## src/rtl/mem_arb_pkg.sv

```systemverilog
// Shared definitions for the cache memory-port arbiter.
// Holds the FSM state encoding, the master index constants and the default watchdog limit.
// Imported by the arbiter top and its watchdog.
package mem_arb_pkg;

  typedef enum logic [1:0] {
    IDLE = 2'b00,
    GNT0 = 2'b01,
    GNT1 = 2'b10
  } arb_state_e;

  localparam logic M0 = 1'b0;
  localparam logic M1 = 1'b1;

  localparam int DEFAULT_TIMEOUT = 64;

  // Grant state that corresponds to a master index.
  function automatic arb_state_e owner_state(input logic owner);
    return (owner == M1) ? GNT1 : GNT0;
  endfunction

endpackage

```

## src/rtl/arb_watchdog.sv

```systemverilog
// Watchdog for a granted bus cycle: counts cycles spent waiting for the slave ack.
// 'expired' is combinational on the count and is high once the count reaches TIMEOUT-1.
// The counter saturates at the limit; 'clear' or rst returns it to zero.
module arb_watchdog
  import mem_arb_pkg::*;
#(
  parameter int TIMEOUT = DEFAULT_TIMEOUT,
  localparam int CW = (TIMEOUT > 1) ? $clog2(TIMEOUT) : 1
) (
  input  logic clk,
  input  logic rst,
  input  logic clear,
  input  logic run,
  output logic expired
);

  localparam logic [CW-1:0] LIMIT = CW'(TIMEOUT - 1);

  logic [CW-1:0] r_cnt;

  // Count waiting cycles; hold at the limit so expiry stays visible until cleared.
  always_ff @(posedge clk) begin
    if (rst || clear) begin
      r_cnt <= '0;
    end else if (run && (r_cnt != LIMIT)) begin
      r_cnt <= r_cnt + CW'(1);
    end
  end

  assign expired = (r_cnt == LIMIT);

endmodule

```

## src/rtl/mem_port_arbiter.sv

```systemverilog
// Two-master arbiter for the single Wishbone-style memory port (refill vs. MSHR writeback).
// Grant appears one cycle after request; slave-side signals are a combinational mux on the owner.
// A non-owner request waits until the owner completes, aborts, or is timed out by the watchdog.
module mem_port_arbiter
  import mem_arb_pkg::*;
#(
  parameter int AW         = 32,
  parameter int DW         = 32,
  parameter int FIXED_PRIO = 0,
  parameter int TIMEOUT    = DEFAULT_TIMEOUT
) (
  input  logic          clk,
  input  logic          rst,
  input  logic          m0_cyc_i,
  input  logic          m0_we_i,
  input  logic [AW-1:0] m0_adr_i,
  input  logic [DW-1:0] m0_dat_i,
  output logic [DW-1:0] m0_dat_o,
  output logic          m0_ack_o,
  output logic          m0_err_o,
  input  logic          m1_cyc_i,
  input  logic          m1_we_i,
  input  logic [AW-1:0] m1_adr_i,
  input  logic [DW-1:0] m1_dat_i,
  output logic [DW-1:0] m1_dat_o,
  output logic          m1_ack_o,
  output logic          m1_err_o,
  output logic          cyc_o,
  output logic          we_o,
  output logic [AW-1:0] adr_o,
  output logic [DW-1:0] dat_o,
  input  logic [DW-1:0] dat_i,
  input  logic          ack_i
);

  arb_state_e r_state;
  logic       r_last_grant;

  logic w_gnt;
  logic w_gnt0;
  logic w_gnt1;
  logic w_owner;
  logic w_own_cyc;
  logic w_expired;
  logic w_timeout;
  logic w_done;
  logic w_pick;

  assign w_gnt0    = (r_state == GNT0);
  assign w_gnt1    = (r_state == GNT1);
  assign w_gnt     = w_gnt0 | w_gnt1;
  assign w_owner   = w_gnt1 ? M1 : M0;
  assign w_own_cyc = w_owner ? m1_cyc_i : m0_cyc_i;

  // Expiry only matters while the owner still holds cyc; a same-cycle ack takes precedence.
  assign w_timeout = w_gnt & w_own_cyc & w_expired & ~ack_i;

  // The bus cycle ends on ack, owner abort, or watchdog expiry.
  assign w_done = w_gnt & (ack_i | ~w_own_cyc | w_timeout);

  arb_watchdog #(
    .TIMEOUT (TIMEOUT)
  ) u_watchdog (
    .clk     (clk),
    .rst     (rst),
    .clear   (r_state == IDLE),
    .run     (w_gnt & ~ack_i),
    .expired (w_expired)
  );

  // Choose the next owner from the current requests: alternate on ties unless master 0 has priority.
  always_comb begin
    w_pick = M0;
    if (m0_cyc_i && m1_cyc_i) begin
      w_pick = (FIXED_PRIO != 0) ? M0 : ~r_last_grant;
    end else if (m1_cyc_i) begin
      w_pick = M1;
    end
  end

  // Grant FSM: IDLE arbitrates, GNTx holds the lock until the cycle ends, then one IDLE cycle.
  always_ff @(posedge clk) begin
    if (rst) begin
      r_state      <= IDLE;
      r_last_grant <= M1;
    end else begin
      case (r_state)
        IDLE: begin
          if (m0_cyc_i || m1_cyc_i) begin
            r_state <= owner_state(w_pick);
          end
        end
        GNT0, GNT1: begin
          if (w_done) begin
            r_state      <= IDLE;
            r_last_grant <= w_owner;
          end
        end
        default: r_state <= IDLE;
      endcase
    end
  end

  // Slave side follows the owner directly; forced low on the expiry cycle.
  assign cyc_o = w_gnt & w_own_cyc & ~w_timeout;
  assign we_o  = w_gnt & (w_owner ? m1_we_i : m0_we_i);
  assign adr_o = w_gnt ? (w_owner ? m1_adr_i : m0_adr_i) : '0;
  assign dat_o = w_gnt ? (w_owner ? m1_dat_i : m0_dat_i) : '0;

  // Return path: only the owner sees ack/err, and nothing is reported for a cycle killed by reset.
  assign m0_ack_o = w_gnt0 & ack_i & m0_cyc_i & ~rst;
  assign m1_ack_o = w_gnt1 & ack_i & m1_cyc_i & ~rst;
  assign m0_err_o = w_gnt0 & w_timeout & ~rst;
  assign m1_err_o = w_gnt1 & w_timeout & ~rst;
  assign m0_dat_o = w_gnt0 ? dat_i : '0;
  assign m1_dat_o = w_gnt1 ? dat_i : '0;

endmodule
```

## config.mk

```make
export PLATFORM = sky130hd
export DESIGN_NAME = mem_port_arbiter
export DESIGN_NICKNAME = d
export VERILOG_FILES = /design/src/rtl/mem_arb_pkg.sv /design/src/rtl/arb_watchdog.sv /design/src/rtl/mem_port_arbiter.sv
export SDC_FILE = /design/constraint.sdc
export NUM_CORES = 1
export LEC_CHECK = 0
export ABC_AREA = 1
export CORE_AREA = 3 3 115 117
export CTS_BUF_LIST = sky130_fd_sc_hd__clkbuf_8 sky130_fd_sc_hd__clkbuf_16
export DETAILED_ROUTE_END_ITERATION = 8
export DIE_AREA = 0 0 118 120
export DONT_BUFFER_PORTS = 1
export GPL_TIMING_DRIVEN = 0
export PLACE_DENSITY_LB_ADDON = 0.1
export SETUP_SLACK_MARGIN = 0.5
export SLEW_MARGIN = 15
export SYNTH_ARGS = -nofsm -noshare
export SYNTH_HDL_FRONTEND = slang
export SYNTH_SLANG_ARGS = --single-unit
```

## constraint.sdc

```tcl
create_clock -name clk -period 4.5 [get_ports clk]
set_input_delay 1.125 -clock clk [delete_from_list [all_inputs] [get_ports clk]]
set_output_delay 1.125 -clock clk [all_outputs]
set_load 0.01 [all_outputs]
```

* Word-level counts from Yosys, hierarchy flattened
Cells that the tools add are included.
** Storage, ports and cells
- Register bits after elaboration :: 9
- Input bits :: 167
- Output and inout port bits :: 134
** Cells by class
- Add/sub/neg operators :: 1
- Equal/unequal tests :: 6
- Multiplexer cells :: 15
- Bitwise gates (word level) :: 25
- Reductions and logical operators :: 8
** Operators by type and width (count)
- $mux 32 :: 6
- $and 1x1->1 :: 17
- $add 6x1->6 const B :: 1
- $eq 6x6->1 const B :: 1
- $mux 2 :: 3
- $ne 6x6->1 const B :: 1
- $mux 1 :: 5
- $not 1->1 :: 5
- $ne 2x2->1 const B :: 2
- $pmux 2 s2 :: 1
- $reduce_and 2->1 :: 2
- $or 1x1->1 :: 3
- $eq 2x1->1 const B :: 1
- $eq 2x2->1 const B :: 1
- $logic_and 1x1->1 :: 2
- $logic_not 2->1 :: 1
- $logic_or 1x1->1 :: 2
- $reduce_or 2->1 :: 1

* Longest topological paths before layout
- Word-level depth :: 10
- Mapped depth :: 11

* Cells and area by module
From an unflattened synthesis, not the netlist that was laid out.
** Unflattened totals
- Cell total of the unflattened synthesis :: 448
- Area total of the unflattened synthesis :: 2165.8 µm²
** By module, submodules not included
- mem_port_arbiter :: times used 1, cells each 399, area an instance 1826.8 µm², sequential area each 60.1 µm²
- arb_watchdog :: times used 1, cells each 49, area an instance 339.1 µm², sequential area each 120.1 µm²

* Least setup slack after synthesis
Ideal clock, no wire load.
- Path kind :: in2out
- Start :: input port m1_cyc_i
- End :: output port m0_err_o
- Arrival time :: 1.710 ns
- Path slack :: 1.665 ns
- Stages :: 4
- Path buffers :: 0
- Path through :: nand2_1 a21oi_2 nand3_2 nor3_1
** Between the ends
- Word-level cells in the longest chain between the ends :: 6
** RTL lines
- start, declared :: line mem_port_arbiter.sv:21 : input logic m1_cyc_i,
- $mux 1 :: line mem_port_arbiter.sv:53 : assign w_own_cyc = w_owner ? m1_cyc_i : m0_cyc_i;
- $and 1x1->1 (3 in series) :: line mem_port_arbiter.sv:56 : assign w_timeout = w_gnt & w_own_cyc & w_expired & ~ack_i;
- $and 1x1->1 (2 in series) :: line mem_port_arbiter.sv:113 : assign m0_err_o = w_gnt0 & w_timeout & ~rst;
- end, declared :: line mem_port_arbiter.sv:20 : output logic m0_err_o,
No other way between the ends.

* Worst setup path after layout
- Start :: register r_state[1]
- End :: output port dat_o[27]
** Between the ends
- Word-level cells in the longest chain between the ends :: 4
** RTL lines
- start, declared :: line mem_port_arbiter.sv:36 : arb_state_e r_state;
- start signal, assigned :: line mem_port_arbiter.sv:90 : r_state <= owner_state(w_pick);
- $eq 2x2->1 :: line mem_port_arbiter.sv:50 : assign w_gnt1 = (r_state == GNT1);
- $mux 1 :: line mem_port_arbiter.sv:52 : assign w_owner = w_gnt1 ? M1 : M0;
- $mux 32 :: line mem_port_arbiter.sv:108 : assign dat_o = w_gnt ? (w_owner ? m1_dat_i : m0_dat_i) : '0;
- $mux 32 * :: line mem_port_arbiter.sv:108
- end, declared :: line mem_port_arbiter.sv:31 : output logic [DW-1:0] dat_o,
Every way passes the cells marked *; elsewhere a longest branch is shown, timed or not.

==> reports/metrics.cfg <==
[outcome]
status=completed

[clock_tree]
clkTransAtPathRegs_ns=0.04
cts_buffers=3
post-cts-setup-buffers=0
clockRootBuffer=clkbuf_16
insertion_delay_ns=0.23
cts_tree=built
post_cts_resized=0
ctsLongestPathBuffers=2
cts_hold_buf=0
h-tree-depth=1
cts_sinks=9

[global_routing]
grt_pass1_wl_um=13140
grt_pass1_vias=2494
grt_use_total_pct=11.41
grt_max_degree=11
antenna_found_initial=0
grt-ovfl-total=0

[sta]
period_minus_slack_ns=3.103
post-route-period-util_pct=68.96
hold_viol_final=0
rsz0062_at_grt=false
setup_violations=0
report.final.slew_viol_count=0
tns_ns=0
max_slew_margin_pct=62.41
max_freq_mhz=322.3
skew_ns=0.0009098
tightest_slew_ns=0.5596

[synth]
yosysTopAreaCell=nor2_1
yosysTopAreaCellShare_pct=26.19
synth-edff-count=0
ys_ff_latch=9
yosys_warnings=0
avgSynthCellArea_um2=4.618
synth_ff_type=dfxtp_1
syn-num-nets=622
synth_seq_area_share_pct=8.669
synthTopCellsByArea=nor2_1 26%, nand2_1 16%, o21ai_0 15%, inv_1 15%, dfxtp_1 8.7%
synth-async-reset-ratio_pct=0
syn_inst=450
ys_types=24
syn_area_um2=2078
yosysMostFrequentCell=nor2_1
synth_commonest_cells=145 x nor2_1, 86 x nand2_1, 81 x inv_1

[hold_path]
hold_path.startpoint=r_last_grant
worstHoldPathType=reg -> reg

[cells_and_area]
area_growth_pct=14.15
fin_cells=626
drive_gt1_share_pct=6.608
multiInputGateArea_um2=1418
final_core_utilization_pct=19.03
nNetsFinal=627
fillerInstances=1471
num_antenna_cells=0
seqCellArea_um2=180.2

[worst_setup_path]
crit_path_end_kind=primary output
critPathBufInv=3
r2r_start=r_state[1]
path_cells=inv_1 > ha_1 > buf_4 > buf_2 > o21ai_1 > nor2_1
startpoint=r_state[1]
crit_family=buffers and inverters
critical_path_class=reg -> out
cp_max_fo=10
start_kind=flip-flop
r2r_slack_ns=2.90
cp.arrival_ns=1.98
required_ns=3.38
slowest_stage=ha_1
critPathMaxStageDelay_ns=0.48

[floorplan]
start_util_pct=16.67
num_io_pins=301
coreArea_um2=12470
fp-row-count=41
die_area_um2=14160
fp.dieH_um=120
die_w_um=118

[placement]
post-place-cells=622
port-buffer-count=0
dp_hpwl_um=7999
place.gp.congestion=0.8059

[routing]
first_pass_iters=4
avgRoutedWirePerCell_um=14.62
avgViaCountPerCell=4.319
wl_um=9149
drtIter0Drc=64
routed-via-count=2704
antenna_left=0
post-route-drc-count=0

[power_and_ir_drop]
irDropWorstVdd_mv=0.1081
p_per_area_nw_per_um2=399.7
p_leak_nw=1.520

[flow_run]
maxCapViolations=0

[cell usage in the layout (no fill, tap or decap), drive strengths merged]
cell	count
nand3	6
a21oi	5
and3	1
nand2	90
xor2	1
inv	85
nor4	1
o21ai	69
nor3	3
clkbuf	17
nand4	1
buf	15
dfxtp	9
nor2	146
ha	5
[worst paths after layout]
kind                               to  cells after the start
setup reg to reg  u_watchdog.r_cnt[4]                      7
hold / removal           r_last_grant                      2
setup / recovery            dat_o[27]                      6
hold reg to reg          r_last_grant                      2
[sequential cells by signal (all words and copies together) (netlist names)]
register / cells
u_watchdog.r_cnt: 6
r_state: 2
r_last_grant: 1
[cell type report]
cell class | count | area share [%]
Inverter | 84 | 13.29
Clock inverter | 1 | 0.1582
Tap cell | 172 | 9.072
Buffer | 29 | 6.962
Sequential cell | 9 | 7.595
Clock buffer | 3 | 3.165
Multi-Input combinational cell | 328 | 59.76
[per-stage QoR]
| stage | area (µm²) | power, mW | setup slack (ns) | hold WS (ns) |
|---|---|---|---|---|
| finish | 2372 | 0.9483 | 1.397 | 0.4636 |
| global route | 2372 | 1.056 | 1.191 | 0.4985 |
| CTS | 2372 | 0.9716 | 1.301 | 0.4607 |
| detailed placement | 2293 | 0.8099 | 1.410 | 0.4512 |
| global placement | 2293 | 0.8099 | 1.418 | 0.4511 |
| floorplan | 2078 | 0.6514 | 1.665 | 0.4283 |
[routing by layer]
layer	GRT usage, %	vias up	wire length [µm]
met1	12.38	1183	3402
met4	2.857	0	127
li1	-	1336	-
met2	22.64	176	4885
met3	2.026	9	733
met5	0	-	0
[where the power goes]
group | switching (mW) | leakage (nW) | internal [mW] | total, mW
clock network | 0.0388 | 0.0423 | 0.116 | 0.155
logic | 0.528 | 1.40 | 0.172 | 0.700
registers | 0.00514 | 0.0733 | 0.0887 | 0.0938
total | 0.572 | 1.52 | 0.377 | 0.948
[cell families after synthesis]
logic type               Yosys count  share of synthesized area (%)
AO/OA/AOI/OAI                     74                          18.00
flip-flops                         9                          8.669
adder cells (fa/ha/maj)            5                          3.010
XOR/XNOR                           1                         0.4215
buffers and inverters            113                          23.12
AND/OR/NAND/NOR                  248                          46.78
[worst min-delay path, delay by kind of cell (launching register included)]
family / cells / cell delay, ns
DFF: 1 / 0.32
and+or+nand+nor: 2 / 0.11
(Power assumes the default switching activity.)
